## src/rtl/lift_step_pipe_pkg.sv

```systemverilog
// Shared constants for the DWT lifting-step pipeline: 5/3 step codes and
// the default 9/7 lifting coefficients.
package lift_pkg;

  typedef enum logic {
    STEP_PREDICT = 1'b0,
    STEP_UPDATE  = 1'b1
  } step53_e;

  localparam int DEF_FRAC  = 14;
  localparam int ALPHA_Q14 = -25987;
  localparam int BETA_Q14  = -868;
  localparam int GAMMA_Q14 = 14466;
  localparam int DELTA_Q14 = 7266;

  // Default coefficient for a slot, rescaled from Q.14 to `frac` fractional bits.
  function automatic int reset_coef(input logic [1:0] slot, input int frac);
    int q14;
    case (slot)
      2'd0:    q14 = ALPHA_Q14;
      2'd1:    q14 = BETA_Q14;
      2'd2:    q14 = GAMMA_Q14;
      default: q14 = DELTA_Q14;
    endcase
    if (frac >= DEF_FRAC) reset_coef = q14 <<< (frac - DEF_FRAC);
    else                  reset_coef = q14 >>> (DEF_FRAC - frac);
  endfunction

endpackage

```

## src/rtl/lift_step_pipe_if.sv

```systemverilog
// Streaming bus of the lifting step: input beat with neighbours, mode and
// sideband tag, plus the lifted result returned to the consumer.
interface lift_step_pipe_if #(
  parameter int W     = 16,
  parameter int TAG_W = 8
);
  logic                 in_valid;
  logic                 in_ready;
  logic signed [W-1:0]  x_l;
  logic signed [W-1:0]  x_c;
  logic signed [W-1:0]  x_r;
  logic                 mode97;
  logic [1:0]           step;
  logic                 fwd;
  logic [TAG_W-1:0]     tag;
  logic                 out_valid;
  logic                 out_ready;
  logic signed [W-1:0]  y;
  logic [TAG_W-1:0]     y_tag;

  modport master (
    output in_valid, x_l, x_c, x_r, mode97, step, fwd, tag, out_ready,
    input  in_ready, out_valid, y, y_tag
  );

  modport slave (
    input  in_valid, x_l, x_c, x_r, mode97, step, fwd, tag, out_ready,
    output in_ready, out_valid, y, y_tag
  );
endinterface

```

## src/rtl/lift_step_pipe_coef_regs.sv

```systemverilog
// Four-slot 9/7 coefficient register file: synchronous write, combinational
// read, reset to the standard alpha/beta/gamma/delta values.
module lift_coef_regs
  import lift_pkg::*;
#(
  parameter int CW   = 18,
  parameter int FRAC = 14
) (
  input  logic                 clk,
  input  logic                 rst,
  input  logic                 we_i,
  input  logic [1:0]           waddr_i,
  input  logic signed [CW-1:0] wdata_i,
  input  logic [1:0]           raddr_i,
  output logic signed [CW-1:0] rdata_o
);

  logic signed [CW-1:0] coef_q [4];

  always_ff @(posedge clk) begin
    if (rst) begin
      for (int i = 0; i < 4; i++) coef_q[i] <= CW'(reset_coef(2'(i), FRAC));
    end else if (we_i) begin
      coef_q[waddr_i] <= wdata_i;
    end
  end

  assign rdata_o = coef_q[raddr_i];

endmodule

```

## src/rtl/lift_step_pipe.sv

```systemverilog
// Three-stage lifting step (5/3 integer or 9/7 fixed-point, fwd/inverse).
// Define LIFT_SAT_EN to clamp results and track overflow in ovf_sticky.
module lift_step_pipe
  import lift_pkg::*;
#(
  parameter int W     = 16,
  parameter int CW    = 18,
  parameter int FRAC  = 14,
  parameter int TAG_W = 8
) (
  input  logic                 clk,
  input  logic                 rst,
  lift_step_pipe_if.slave      bus,
  input  logic                 coef_we,
  input  logic [1:0]           coef_addr,
  input  logic signed [CW-1:0] coef_data,
  input  logic                 ovf_clr,
  output logic                 ovf_sticky
);

  localparam int STAGES = 3;
  localparam int TW     = W + 1 + CW;
  localparam int YW     = TW + 1;
  localparam logic signed [TW-1:0] RND = TW'(1) << (FRAC - 1);
  localparam logic signed [TW-1:0] TWO = TW'(2);

  logic en;
  logic [STAGES:1] vld_q;

  // One global enable: the whole pipe moves or the whole pipe holds.
  assign en            = !vld_q[STAGES] | bus.out_ready;
  assign bus.in_ready  = en;
  assign bus.out_valid = vld_q[STAGES];

  logic signed [CW-1:0] coef_rd;

  lift_coef_regs #(.CW(CW), .FRAC(FRAC)) u_coef (
    .clk     (clk),
    .rst     (rst),
    .we_i    (coef_we),
    .waddr_i (coef_addr),
    .wdata_i (coef_data),
    .raddr_i (bus.step),
    .rdata_o (coef_rd)
  );

  logic signed [W:0]     s1_d, s1_q;
  logic signed [W-1:0]   xc1_q, xc2_q;
  logic                  m97_1_q, step1_q, fwd1_q;
  logic signed [CW-1:0]  coef1_q;
  logic [TAG_W-1:0]      tag1_q, tag2_q, tag3_q;
  logic signed [TW-1:0]  s_ext, c_ext, prod, t2_d, t2_q;
  logic                  sub1, sub2_q;
  logic signed [YW-1:0]  xc_ext, t_ext, sum;
  logic signed [W-1:0]   y_d, y_q;

  assign s1_d = {bus.x_l[W-1], bus.x_l} + {bus.x_r[W-1], bus.x_r};

  assign s_ext = {{CW{s1_q[W]}}, s1_q};
  assign c_ext = {{(W+1){coef1_q[CW-1]}}, coef1_q};
  assign prod  = s_ext * c_ext;

  always_comb begin
    t2_d = s_ext >>> 1;
    sub1 = !fwd1_q;
    if (m97_1_q) begin
      t2_d = (prod + RND) >>> FRAC;
    end else if (step53_e'(step1_q) == STEP_PREDICT) begin
      sub1 = fwd1_q;
    end else begin
      t2_d = (s_ext + TWO) >>> 2;
    end
  end

  assign xc_ext = {{(YW-W){xc2_q[W-1]}}, xc2_q};
  assign t_ext  = {t2_q[TW-1], t2_q};
  assign sum    = sub2_q ? (xc_ext - t_ext) : (xc_ext + t_ext);

`ifdef LIFT_SAT_EN
  localparam logic signed [YW-1:0] YMAX = YW'((64'sd1 <<< (W - 1)) - 64'sd1);
  localparam logic signed [YW-1:0] YMIN = ~YMAX;

  logic clamp, ovf_d, ovf_q;

  always_comb begin
    clamp = 1'b0;
    y_d   = sum[W-1:0];
    if (sum > YMAX) begin
      y_d   = YMAX[W-1:0];
      clamp = 1'b1;
    end else if (sum < YMIN) begin
      y_d   = YMIN[W-1:0];
      clamp = 1'b1;
    end
  end

  // A new overflow outranks a clear in the same cycle.
  assign ovf_d = (ovf_q & ~ovf_clr) | (en & vld_q[STAGES-1] & clamp);

  always_ff @(posedge clk) begin
    if (rst) ovf_q <= 1'b0;
    else     ovf_q <= ovf_d;
  end

  assign ovf_sticky = ovf_q;
`else
  logic ovf_unused;

  assign y_d        = sum[W-1:0];
  assign ovf_sticky = 1'b0;
  assign ovf_unused = ovf_clr | (^sum[YW-1:W]);
`endif

  always_ff @(posedge clk) begin
    if (rst) begin
      vld_q   <= '0;
      s1_q    <= '0;
      xc1_q   <= '0;
      m97_1_q <= 1'b0;
      step1_q <= 1'b0;
      fwd1_q  <= 1'b0;
      tag1_q  <= '0;
      coef1_q <= '0;
      t2_q    <= '0;
      xc2_q   <= '0;
      sub2_q  <= 1'b0;
      tag2_q  <= '0;
      y_q     <= '0;
      tag3_q  <= '0;
    end else if (en) begin
      vld_q   <= {vld_q[STAGES-1:1], bus.in_valid};
      s1_q    <= s1_d;
      xc1_q   <= bus.x_c;
      m97_1_q <= bus.mode97;
      step1_q <= bus.step[0];
      fwd1_q  <= bus.fwd;
      tag1_q  <= bus.tag;
      // Coefficient is snapshotted at acceptance so later writes never reach in-flight beats.
      if (bus.mode97) coef1_q <= coef_rd;
      t2_q    <= t2_d;
      xc2_q   <= xc1_q;
      sub2_q  <= sub1;
      tag2_q  <= tag1_q;
      y_q     <= y_d;
      tag3_q  <= tag2_q;
    end
  end

  assign bus.y     = y_q;
  assign bus.y_tag = tag3_q;

endmodule
```

## src/flat_wrapper.sv

```systemverilog
// flat-port wrapper written by rule: the top's interface ports become plain ports
module lift_step_pipe_flat import lift_pkg::*;
#(
  parameter int W     = 16,
  parameter int CW    = 18,
  parameter int FRAC  = 14,
  parameter int TAG_W = 8
)
  (clk, rst, coef_we, coef_addr, coef_data, ovf_clr, ovf_sticky, bus_in_valid, bus_x_l, bus_x_c, bus_x_r, bus_mode97, bus_step, bus_fwd, bus_tag, bus_out_ready, bus_in_ready, bus_out_valid, bus_y, bus_y_tag);
  lift_step_pipe_if #(.W(W), .TAG_W(TAG_W)) bus_i ();
  input  logic clk;
  input  logic rst;
  input  logic coef_we;
  input  logic [1:0] coef_addr;
  input  logic signed [CW-1:0] coef_data;
  input  logic ovf_clr;
  output logic ovf_sticky;
  input wire logic [$bits(bus_i.in_valid)-1:0] bus_in_valid;
  input wire logic [$bits(bus_i.x_l)-1:0] bus_x_l;
  input wire logic [$bits(bus_i.x_c)-1:0] bus_x_c;
  input wire logic [$bits(bus_i.x_r)-1:0] bus_x_r;
  input wire logic [$bits(bus_i.mode97)-1:0] bus_mode97;
  input wire logic [$bits(bus_i.step)-1:0] bus_step;
  input wire logic [$bits(bus_i.fwd)-1:0] bus_fwd;
  input wire logic [$bits(bus_i.tag)-1:0] bus_tag;
  input wire logic [$bits(bus_i.out_ready)-1:0] bus_out_ready;
  output wire logic [$bits(bus_i.in_ready)-1:0] bus_in_ready;
  output wire logic [$bits(bus_i.out_valid)-1:0] bus_out_valid;
  output wire logic [$bits(bus_i.y)-1:0] bus_y;
  output wire logic [$bits(bus_i.y_tag)-1:0] bus_y_tag;
  assign bus_i.in_valid = bus_in_valid;
  assign bus_i.x_l = bus_x_l;
  assign bus_i.x_c = bus_x_c;
  assign bus_i.x_r = bus_x_r;
  assign bus_i.mode97 = bus_mode97;
  assign bus_i.step = bus_step;
  assign bus_i.fwd = bus_fwd;
  assign bus_i.tag = bus_tag;
  assign bus_i.out_ready = bus_out_ready;
  assign bus_in_ready = bus_i.in_ready;
  assign bus_out_valid = bus_i.out_valid;
  assign bus_y = bus_i.y;
  assign bus_y_tag = bus_i.y_tag;
  lift_step_pipe #(.W(W), .CW(CW), .FRAC(FRAC), .TAG_W(TAG_W)) u_core (.clk(clk), .rst(rst), .bus(bus_i), .coef_we(coef_we), .coef_addr(coef_addr), .coef_data(coef_data), .ovf_clr(ovf_clr), .ovf_sticky(ovf_sticky));
endmodule
```

## config.mk

```make
export PLATFORM = sky130hd
export DESIGN_NAME = lift_step_pipe_flat
export DESIGN_NICKNAME = d
export VERILOG_FILES = /design/src/rtl/lift_step_pipe_pkg.sv /design/src/rtl/lift_step_pipe_if.sv /design/src/rtl/lift_step_pipe_coef_regs.sv /design/src/rtl/lift_step_pipe.sv /design/src/flat_wrapper.sv
export SDC_FILE = /design/constraint.sdc
export NUM_CORES = 1
export LEC_CHECK = 0
export BUFFER_PORTS_ARGS = -buffer_cell sky130_fd_sc_hd__buf_2
export CAP_MARGIN = 15
export CORE_UTILIZATION = 45
export DETAILED_ROUTE_END_ITERATION = 8
export HOLD_SLACK_MARGIN = 0.15
export PLACE_DENSITY = 0.72
export SLEW_MARGIN = 20
export SYNTH_ARGS = -nofsm -noshare
export SYNTH_HDL_FRONTEND = slang
export SYNTH_HIERARCHICAL = 1
export SYNTH_SLANG_ARGS = --single-unit
export TNS_END_PERCENT = 50
```

## constraint.sdc

```tcl
create_clock -name clk -period 6.2 [get_ports clk]
set_input_delay 1.24 -clock clk [delete_from_list [all_inputs] [get_ports clk]]
set_output_delay 1.24 -clock clk [all_outputs]
set_load 0.03 [all_outputs]
```

==> After elaboration in Yosys (flattened, before gate mapping) <==
Memories as Yosys holds them, arrays and structs flattened. A register that Yosys moved wholly into a read port is not among the register bits.
Index checks and enable logic that the tools add are counted.
{ "word_totals": {"mem_bits_rw": 72, "latch_bits": 0, "elab_cells": 42, "regBits": 112, "rom_bits": 0, "input_bits": 86, "memories": 1} }
{ "mem_list": {"columns": ["name", "depth", "width", "rd", "rd_clocked_by_memory_dff", "wr", "line", "text"], "rows": [
  ["u_core.u_coef.coef_q", 4, 18, 1, 1, 4, "lift_step_pipe_coef_regs.sv:18", "logic signed [CW-1:0] coef_q [4];"]
]} }
{ "op_classes": {"n_reduce_logical": 4, "div": 0, "eq_ne": 0, "magnitude_cmp": 0, "muxes": 17, "n_shift": 0, "add_sub_neg": 5, "n_mul": 1, "bitwise_logic": 1} }
{ "op_table": {"columns": ["op", "count"], "rows": [
  ["$mux W18", 5],
  ["$mux W16", 3],
  ["$add A30 B15 Y30 const B", 1],
  ["$mul A17 B18 Y30", 1],
  ["$add A17 B3 Y18 const B", 1],
  ["$reduce_or A18 Y1", 1],
  ["$add A16 B16 Y17", 1],
  ["$add A16 B16 Y16", 1],
  ["$sub A16 B16 Y16", 1],
  ["$mux W1", 8],
  ["$logic_not A1 Y1", 2],
  ["$mux W2", 1],
  ["$reduce_and A2 Y1", 1],
  ["$or A1 B1 Y1", 1]
]} }

==> Depth between registers and ports, before layout <==
Gate-level depths: netlist (run 1).
{ "depth": {"word_depth": 5, "ltp_mapped": 25} }

==> Hierarchy <==
Netlist (run 1), hierarchy kept.
{ "by_module_without_submodules": {"columns": ["mod", "area_per_inst_um2", "n_inst", "cells_each"], "rows": [
  ["lift_step_pipe", 16534.6, 1, 1988],
  ["lift_coef_regs", 3191.8, 1, 180]
]} }

==> Worst setup path after synthesis (run 1) <==
OpenSTA, ideal clock, no wires.
{ "synth_path": {"path_kind": "register -> register", "startpoint": "register u_core.s1_q[3]", "endpoint": "register u_core.t2_q[14]", "path_stages_with_launch": 22, "arrival_ps": 6309, "path_slack_ps": -229, "cell_sequence": "dfxtp_1 > clkbuf_1 > clkbuf_1 > clkbuf_1 > nand2_1 > fa_1 > fa_1 > fa_1 > inv_1 > fa_1 > fa_1 > inv_1 > fa_1 > inv_1 > ha_1 > o21ai_0 > or3_1 > or3_4 > a211oi_4 > nor3_2 > mux2_4 > o31a_1"} }
{ "synth_via": {"elab_chain_cells": 3} }
{ "synth_lines": {"columns": ["item", "line", "text"], "rows": [
  ["from (decl)", "lift_step_pipe.sv:47", "logic signed [W:0] s1_d, s1_q;"],
  ["from (signal assigned)", "lift_step_pipe.sv:117", "s1_q <= '0;"],
  ["from (signal assigned)", "lift_step_pipe.sv:132", "s1_q <= s1_d;"],
  ["$mul A17 B18 Y30 or $add A17 B3 Y18 (tied branches)", "lift_step_pipe.sv:61, lift_step_pipe.sv:71", null],
  ["$add A30 B15 Y30 or $mux W16 (tied branches)", "lift_step_pipe.sv:67, lift_step_pipe.sv:68", null],
  ["$mux W16 *", "lift_step_pipe.sv:66", "if (m97_1_q) begin"],
  ["to (signal assigned)", "lift_step_pipe.sv:140", "t2_q <= t2_d;"],
  ["to (decl)", "lift_step_pipe.sv:52", "logic signed [TW-1:0] s_ext, c_ext, prod, t2_d, t2_q;"]
]} }
Mark *: on every way between the ends. The rest lies on a longest branch, timed or not.
A chain may end at the register's enable or synchronous reset.

==> Final worst setup path (run 1) <==
{ "layout_path": {"startpoint": "register u_core.s1_q[8]", "endpoint": "register u_core.t2_q[14]"} }
The elaborated chain is that of the path after synthesis.

==> metrics.txt, run 1 <==
Post-synth ARST share 0; ranking of synthesized cells by area fa_1 (27%), dfxtp_1 (13%), edfxtp_1 (11%); die area ~0.045 mm^2; final period utilization 0.9891; placed insts between 2000 and 3000; final setup fails 0; largest net degree at the start of global routing 94; Syn Area/Cell 9.099 um^2; drt total wl about 48000 um; Main synth FF type dfxtp_1; Post-DP HPWL ~37000 um; H-tree depth 1; Reg power frac 0.269; synthesized net count between 2000 and 3000; Simple-Gate Fraction of Synth Area 0.1968; Max-Cap Viols 0; initial drt markers slightly above 1000; Post-synth top cells nand2_1 (371), inv_1 (315), fa_1 (270), and2_1 (177), a21oi_1 (146); hold_buf cts 0; IO Port Bufs between 100 and 150; sw power 0.002490 W; critical path arrival between 6000 and 7000 ps; Post-synth EDFFs 72; largest family of logic cells by synthesized area adder cells; Worst-path clk slew about 60 ps; Final #Nets 2782; GRT met3 Usage 0.02032; total clock buffers created by CTS 20; initial antenna violation count 0; status finished, final reports clean; Comb power frac 0.524; multi-input logic area roughly 0.014 mm^2; share of layout cells above drive strength 1 0.1670; Critical Path RT between 6000 and 7000 ps; Layout area overhead 15.03%; clock buffer depth 3; Final Instance Area approximately 0.023 mm^2; Final min period 6132 ps; Setup Skew roughly 28 ps; FILL cells 3924; Max Clk Rate around 160 MHz; WHS ~450 ps; GR Overflow Total 0; total power about 0.0062 W; unrepaired setup endpoints after global routing yes; met1 Usage GRT 0.2895; Clock Sinks ~200; worst r2r src u_core/s1_q[8]; sw frac 0.3999; final count of hold timing violations 0; Final Max Slew Viols 0; Sequential cell area 0.004845 mm^2; final worst slack just under 70 ps; Final ANT Viol Nets 0; pwr dens about 270 mW/mm^2; die height ~210 um; crit path kind reg -> reg; router iterations before antenna repair 5; Slew HR 0.2149; Vias/cell ~5.3; Hold Startpoint u_core/bus.y_tag[0]; vias in the first global route roughly 16000; Core Region 0.04317 mm^2; worst skew pair latency approximately 520 ps; Root Buffer clkbuf_16; r2r setup slk 70 ps; met2 Usage GRT 0.3866; Post-Synthesis Cells around 2200; Std-Cell Rows 76; Least-Margin Pin Slew 1176 ps; synth unique cells between 60 and 70; top-area cell type share of the netlist area 0.2740; Clk pwr share 0.207; All-Layer GR Usage 0.2221; Hold WC Path Type reg -> reg; xor/xnor share of the synthesized area 0.02753; Yosys top cell by area fa_1; Internal Power 0.003737 W; multiplexer area fraction after synthesis 0.02385; Max VDD drop around 0.27 mV; Antenna diodes 0; die width 211.4 um; Critical Path Source Type register; CP Max Fanout 6; initial core utilization 0.4569; IO Pins 113; Cell Area, Synth just under 0.02 mm^2; DP Area 0.02146 mm^2; DR WL/cell 16.49 um; final std cells w/o fill between 2000 and 3000; Most Crowded Layer GR met2; Final GP Congestion roughly 0.91; post-synthesis register bit count ~200; first-pass GRT wire length 79180 um; P_leak just over 10 nW; CP Launch Point u_core/s1_q[8]; kind of end point of the critical path register; Post-Synth Adder-Cell Area 0.3431; Vias approximately 15000; DRC 0; Synth Warn # 6; TritonCTS clock tree done; Compound-Gate Fraction of Synth Area 0.08372; Seq/Total Area, Yosys 0.2415; most numerous cell in the Yosys netlist nand2_1; worst slack at placement -146.5 ps
-- worst max-delay path, cell delays in order (launching register included) --
cell and delay (ps):
dfxtp_4 380, buf_4 150, nand2_1 80, fa_1 540, inv_1 50, fa_1 480
fa_1 600, fa_2 470, fa_1 560, inv_2 40, fa_1 510, inv_2 50
ha_4 260, nand2_2 50, or3_4 330, or3_4 430, a211oi_4 410, nor3_2 90
mux2_4 300, o31a_1 230
-- sequential cells by signal (all words and copies together), names as in the netlist --
name                  count
u_core/tag2_q             8
u_core/fwd1_q             1
u_core/bus.y             16
u_core/step1_q            1
u_core/coef1_q           18
u_core/u_coef/coef_q     72
u_core/s1_q              17
u_core/tag1_q             8
u_core/m97_1_q            1
u_core/bus.y_tag          8
u_core/sub2_q             1
u_core/vld_q              3
u_core/xc1_q             16
u_core/xc2_q             16
u_core/t2_q              16
-- what timing repair did --
item	in CTS	in global routing
setup buffers	0	18
resized for setup	35	79
cloned	0	0
pin swaps	6	44
endpoints found under the setup margin	9	10
-- cells by family (layout without fill, tap and decap cells) --
| logic type | after synthesis | count (layout) |
|---|---|---|
| AND/OR/NAND/NOR | 793 | 793 |
| multiplexers | 24 | 24 |
| flip-flops | 202 | 202 |
| other | 1 | 1 |
| XOR/XNOR | 62 | 62 |
| AO/OA/AOI/OAI | 275 | 275 |
| adder cells (fa/ha/maj) | 379 | 379 |
| buffers and inverters | 432 | 594 |
-- layout make-up --
type | instances | area share
multi-input cells | 1534 | 0.6002
flip-flops and latches | 202 | 0.2135
repair buffers | 242 | 0.07124
inverters | 317 | 0.05266
well taps | 585 | 0.03226
clock buffers | 25 | 0.02426
clock inverters | 10 | 0.005900
-- layer usage --
| layer | share of wire | routed length [um] |
|---|---|---|
| met1 | 0.42 | 19950 |
| met2 | 0.50 | 23870 |
| met3 | 0.055 | 2621 |
| met4 | 0.034 | 1625 |
| met5 | 0 | 0 |
-- through the flow --
| step | setup TNS, ps | util |
|---|---|---|
| 5_1_grt | -471.1 | 0.5256 |
| 4_1_cts | 0 | 0.5144 |
| 2_1_floorplan | 0 | - |
| 6_report | 0 | 0.5256 |
| 3_5_place_dp | -512.6 | 0.4970 |
| 3_3_place_gp | -156.1 | 0.4970 |
-- cell usage in the layout (no fill, tap or decap), drive strengths merged, types with 6 or more instances in the layout --
master,netlist,layout
a211oi,20,20
a21o,8,8
a21oi,146,146
a31oi,8,8
and2,181,181
buf,11,241
clkbuf,104,26
clkinv,1,8
dfxtp,130,130
edfxtp,72,72
fa,270,270
ha,109,109
inv,316,314
mux4,18,18
nand2,371,371
nand2b,29,29
nand3,20,20
nand3b,7,7
nor2,73,73
nor2b,9,9
nor3,37,37
o21a,9,9
o21ai,38,38
o31a,6,6
o31ai,10,10
or2b,14,14
or3,23,23
xnor2,54,54
xor2,8,8
-- power groups by stage --
stage               Combinational [W]  Sequential, W  Clock, W
finish                        0.00326        0.00168   0.00129
global route                  0.00365        0.00170   0.00135
CTS                           0.00301        0.00167   0.00131
detailed placement            0.00296        0.00170         0
global placement              0.00290        0.00169         0
floorplan                     0.00200        0.00172         0
-- worst paths after layout --
path	end	depth (start not counted)
setup reg to reg	u_core/t2_q[14]	19
hold reg to reg	u_core/bus.y_tag[0]	2
setup / recovery	u_core/t2_q[14]	19
hold / removal	u_core/bus.y_tag[0]	2
Power figures use the tool's default switching activity.
==> run 2: changes to the inputs <==
--- a/config.mk
+++ b/config.mk
@@ -10,7 +10,7 @@
 export CORE_UTILIZATION = 45
 export DETAILED_ROUTE_END_ITERATION = 8
 export HOLD_SLACK_MARGIN = 0.15
-export PLACE_DENSITY = 0.72
+export PLACE_DENSITY = 0.73
 export SLEW_MARGIN = 20
 export SYNTH_ARGS = -nofsm -noshare
 export SYNTH_HDL_FRONTEND = slang
==> constraint.sdc (replaced) <==
create_clock -name clk -period 6.6 [get_ports clk]
set_input_delay 1.32 -clock clk [delete_from_list [all_inputs] [get_ports clk]]
set_output_delay 1.32 -clock clk [all_outputs]
set_load 0.03 [all_outputs]
==> metrics.txt, run 2 (synthesized netlist as in run 1, its figures left out) <==
largest register by flop count u_core/u_coef/coef_q; total clock buffers created by CTS 20; final count of hold timing violations 0; Comb power frac 0.490; All-Layer GR Usage 0.2241; FILL cells about 4000; Final GP Congestion 0.9086; Final Max Slew Viols 0; drt total wl just under 50000 um; Vias around 15000; Final min period roughly 6400 ps; Layout area overhead 11.11%; final period utilization 0.9637; multi-input logic area approximately 0.013 mm^2; Total Negative Setup Slacks 0 ps; most frequent cells in the layout nand2_1 (371), inv_1 (315), fa_1 (269), and2_1 (177), a21oi_1 (146); Least-Margin Pin Slew between 1000 and 1500 ps; Post-DP HPWL approximately 37000 um; final core utilization 0.5077; Clk pwr share 0.222; Worst path most repeated cell fa_1; Buf/Inv on CP 5; most common cell after layout, fill and taps aside nand2_1; largest net degree at the start of global routing about 100; die area 0.04468 mm^2; Slew HR 0.3174; H-tree depth 1; Max Clk Rate 157.2 MHz; Setup Skew 18.75 ps; leading registers by flop count u_core/u_coef/coef_q x72, u_core/coef1_q x18, u_core/s1_q x17; Worst-path clk slew around 70 ps; worst skew pair latency 510 ps; Final #Nets about 2700; Clock Sinks a little over 200; P_leak about 10 nW; pwr dens between 200 and 300 mW/mm^2; clock buffer depth 3; initial core utilization 0.4569; CP delay by family, top adder cells; Root Buffer clkbuf_16; DRC 0; Sequential cell area between 0.004 and 0.005 mm^2; Hold WC Path Type reg -> reg; kind of end point of the critical path register; GR Overflow Total 0; sw power roughly 0.0022 W; die width roughly 210 um; CP Max Fanout 6; max reg flops roughly 70; Max VDD drop between 0.2 and 0.25 mV; initial drt markers between 1000 and 1500; first-pass GRT wire length 79380 um; Internal Power 0.003311 W; vias in the first global route about 16000; Core Region ~0.043 mm^2; final setup fails 0; Critical Path RT between 6000 and 7000 ps; Reg power frac 0.288; TritonCTS clock tree done; CTS resizes 0; critical path arrival between 6000 and 7000 ps; Max-Cap Viols 0; initial antenna violation count 3; IO Port Bufs 110; hold_buf cts 0; die height around 210 um; Std-Cell Rows 76; Critical Path Source Type register; unrepaired setup endpoints after global routing no; critical path, cell by cell nand2_1, fa_1, inv_1, fa_1, inv_1, fa_1, inv_1, fa_1, fa_1, inv_1, fa_1, inv_1, ha_1, o21ai_0, or3_1, or3_4, a211oi_4, nor3_2, mux2_4, o31a_1; IO Pins around 110; router iterations before antenna repair 5; setup bufs post-CTS 0; sw frac 0.4001; Crit-path slowest cell dfxtp_1; DR WL/cell between 15 and 20 um; Vias/cell between 5 and 6; status finished, final reports clean; share of layout cells above drive strength 1 0.1161; crit path kind reg -> reg; Final ANT Viol Nets 0; Crit path largest cell delay about 530 ps
-- run 2: cell type report --
cell class | count | share of cell area
tap | 585 | 0.03340
timing repair buffer | 178 | 0.05252
antenna | 2 | 0.0002283
inverter | 317 | 0.05435
multi-input combinational | 1534 | 0.6092
clock inverter | 6 | 0.005024
sequential | 202 | 0.2181
clock buffer | 29 | 0.02717
-- run 2: tightest hold or removal path: cells and delay by family (launching register included) --
family          cells  cell delay (ps)
flops               1              310
compound gates      1               50
simple gates        1               50
-- run 2: metal layers --
layer  up-vias  global-route usage  wire [um]
met1      7493              0.2928      19540
li1       7039                   -          -
met5         -                   0          0
met3        82             0.03071       3675
met2       544              0.3855      23510
met4         0             0.06747       1312
-- run 2: worst paths after layout --
path | slack (ps) | endpoint | cells after the start | startpoint
max | 240 | u_core/t2_q[14] | 20 | u_core/s1_q[9]
min | 450 | u_core/bus.y_tag[0] | 2 | u_core/bus.y_tag[0]
max reg2reg | 240 | u_core/t2_q[14] | 20 | u_core/s1_q[9]
min reg2reg | 450 | u_core/bus.y_tag[0] | 2 | u_core/bus.y_tag[0]
-- run 2: power by group through the flow --
stage	clock, W	combinational, W	sequential [W]
after floorplan	0	0.00187	0.00161
after detailed placement	0	0.00266	0.00161
final	0.00123	0.00270	0.00159
after CTS	0.00125	0.00268	0.00158
after global routing	0.00128	0.00304	0.00160
after global placement	0	0.00259	0.00160
-- run 2: stage by stage --
step | total power, W | cell area (um^2) | std cells | hold WS [ps] | worst slack [ps]
2_1_floorplan | 0.003484 | 19730 | 2168 | 431.9 | 171.5
3_3_place_gp | 0.004185 | 21170 | 2816 | 437.2 | 226.7
3_5_place_dp | 0.004263 | 21170 | 2816 | 441.2 | 132.9
4_1_cts | 0.005511 | 21870 | 2851 | 450.0 | 114.7
5_1_grt | 0.005930 | 21920 | 2853 | 468.0 | 4.367
6_report | 0.005520 | 21920 | 2853 | 451.4 | 239.7
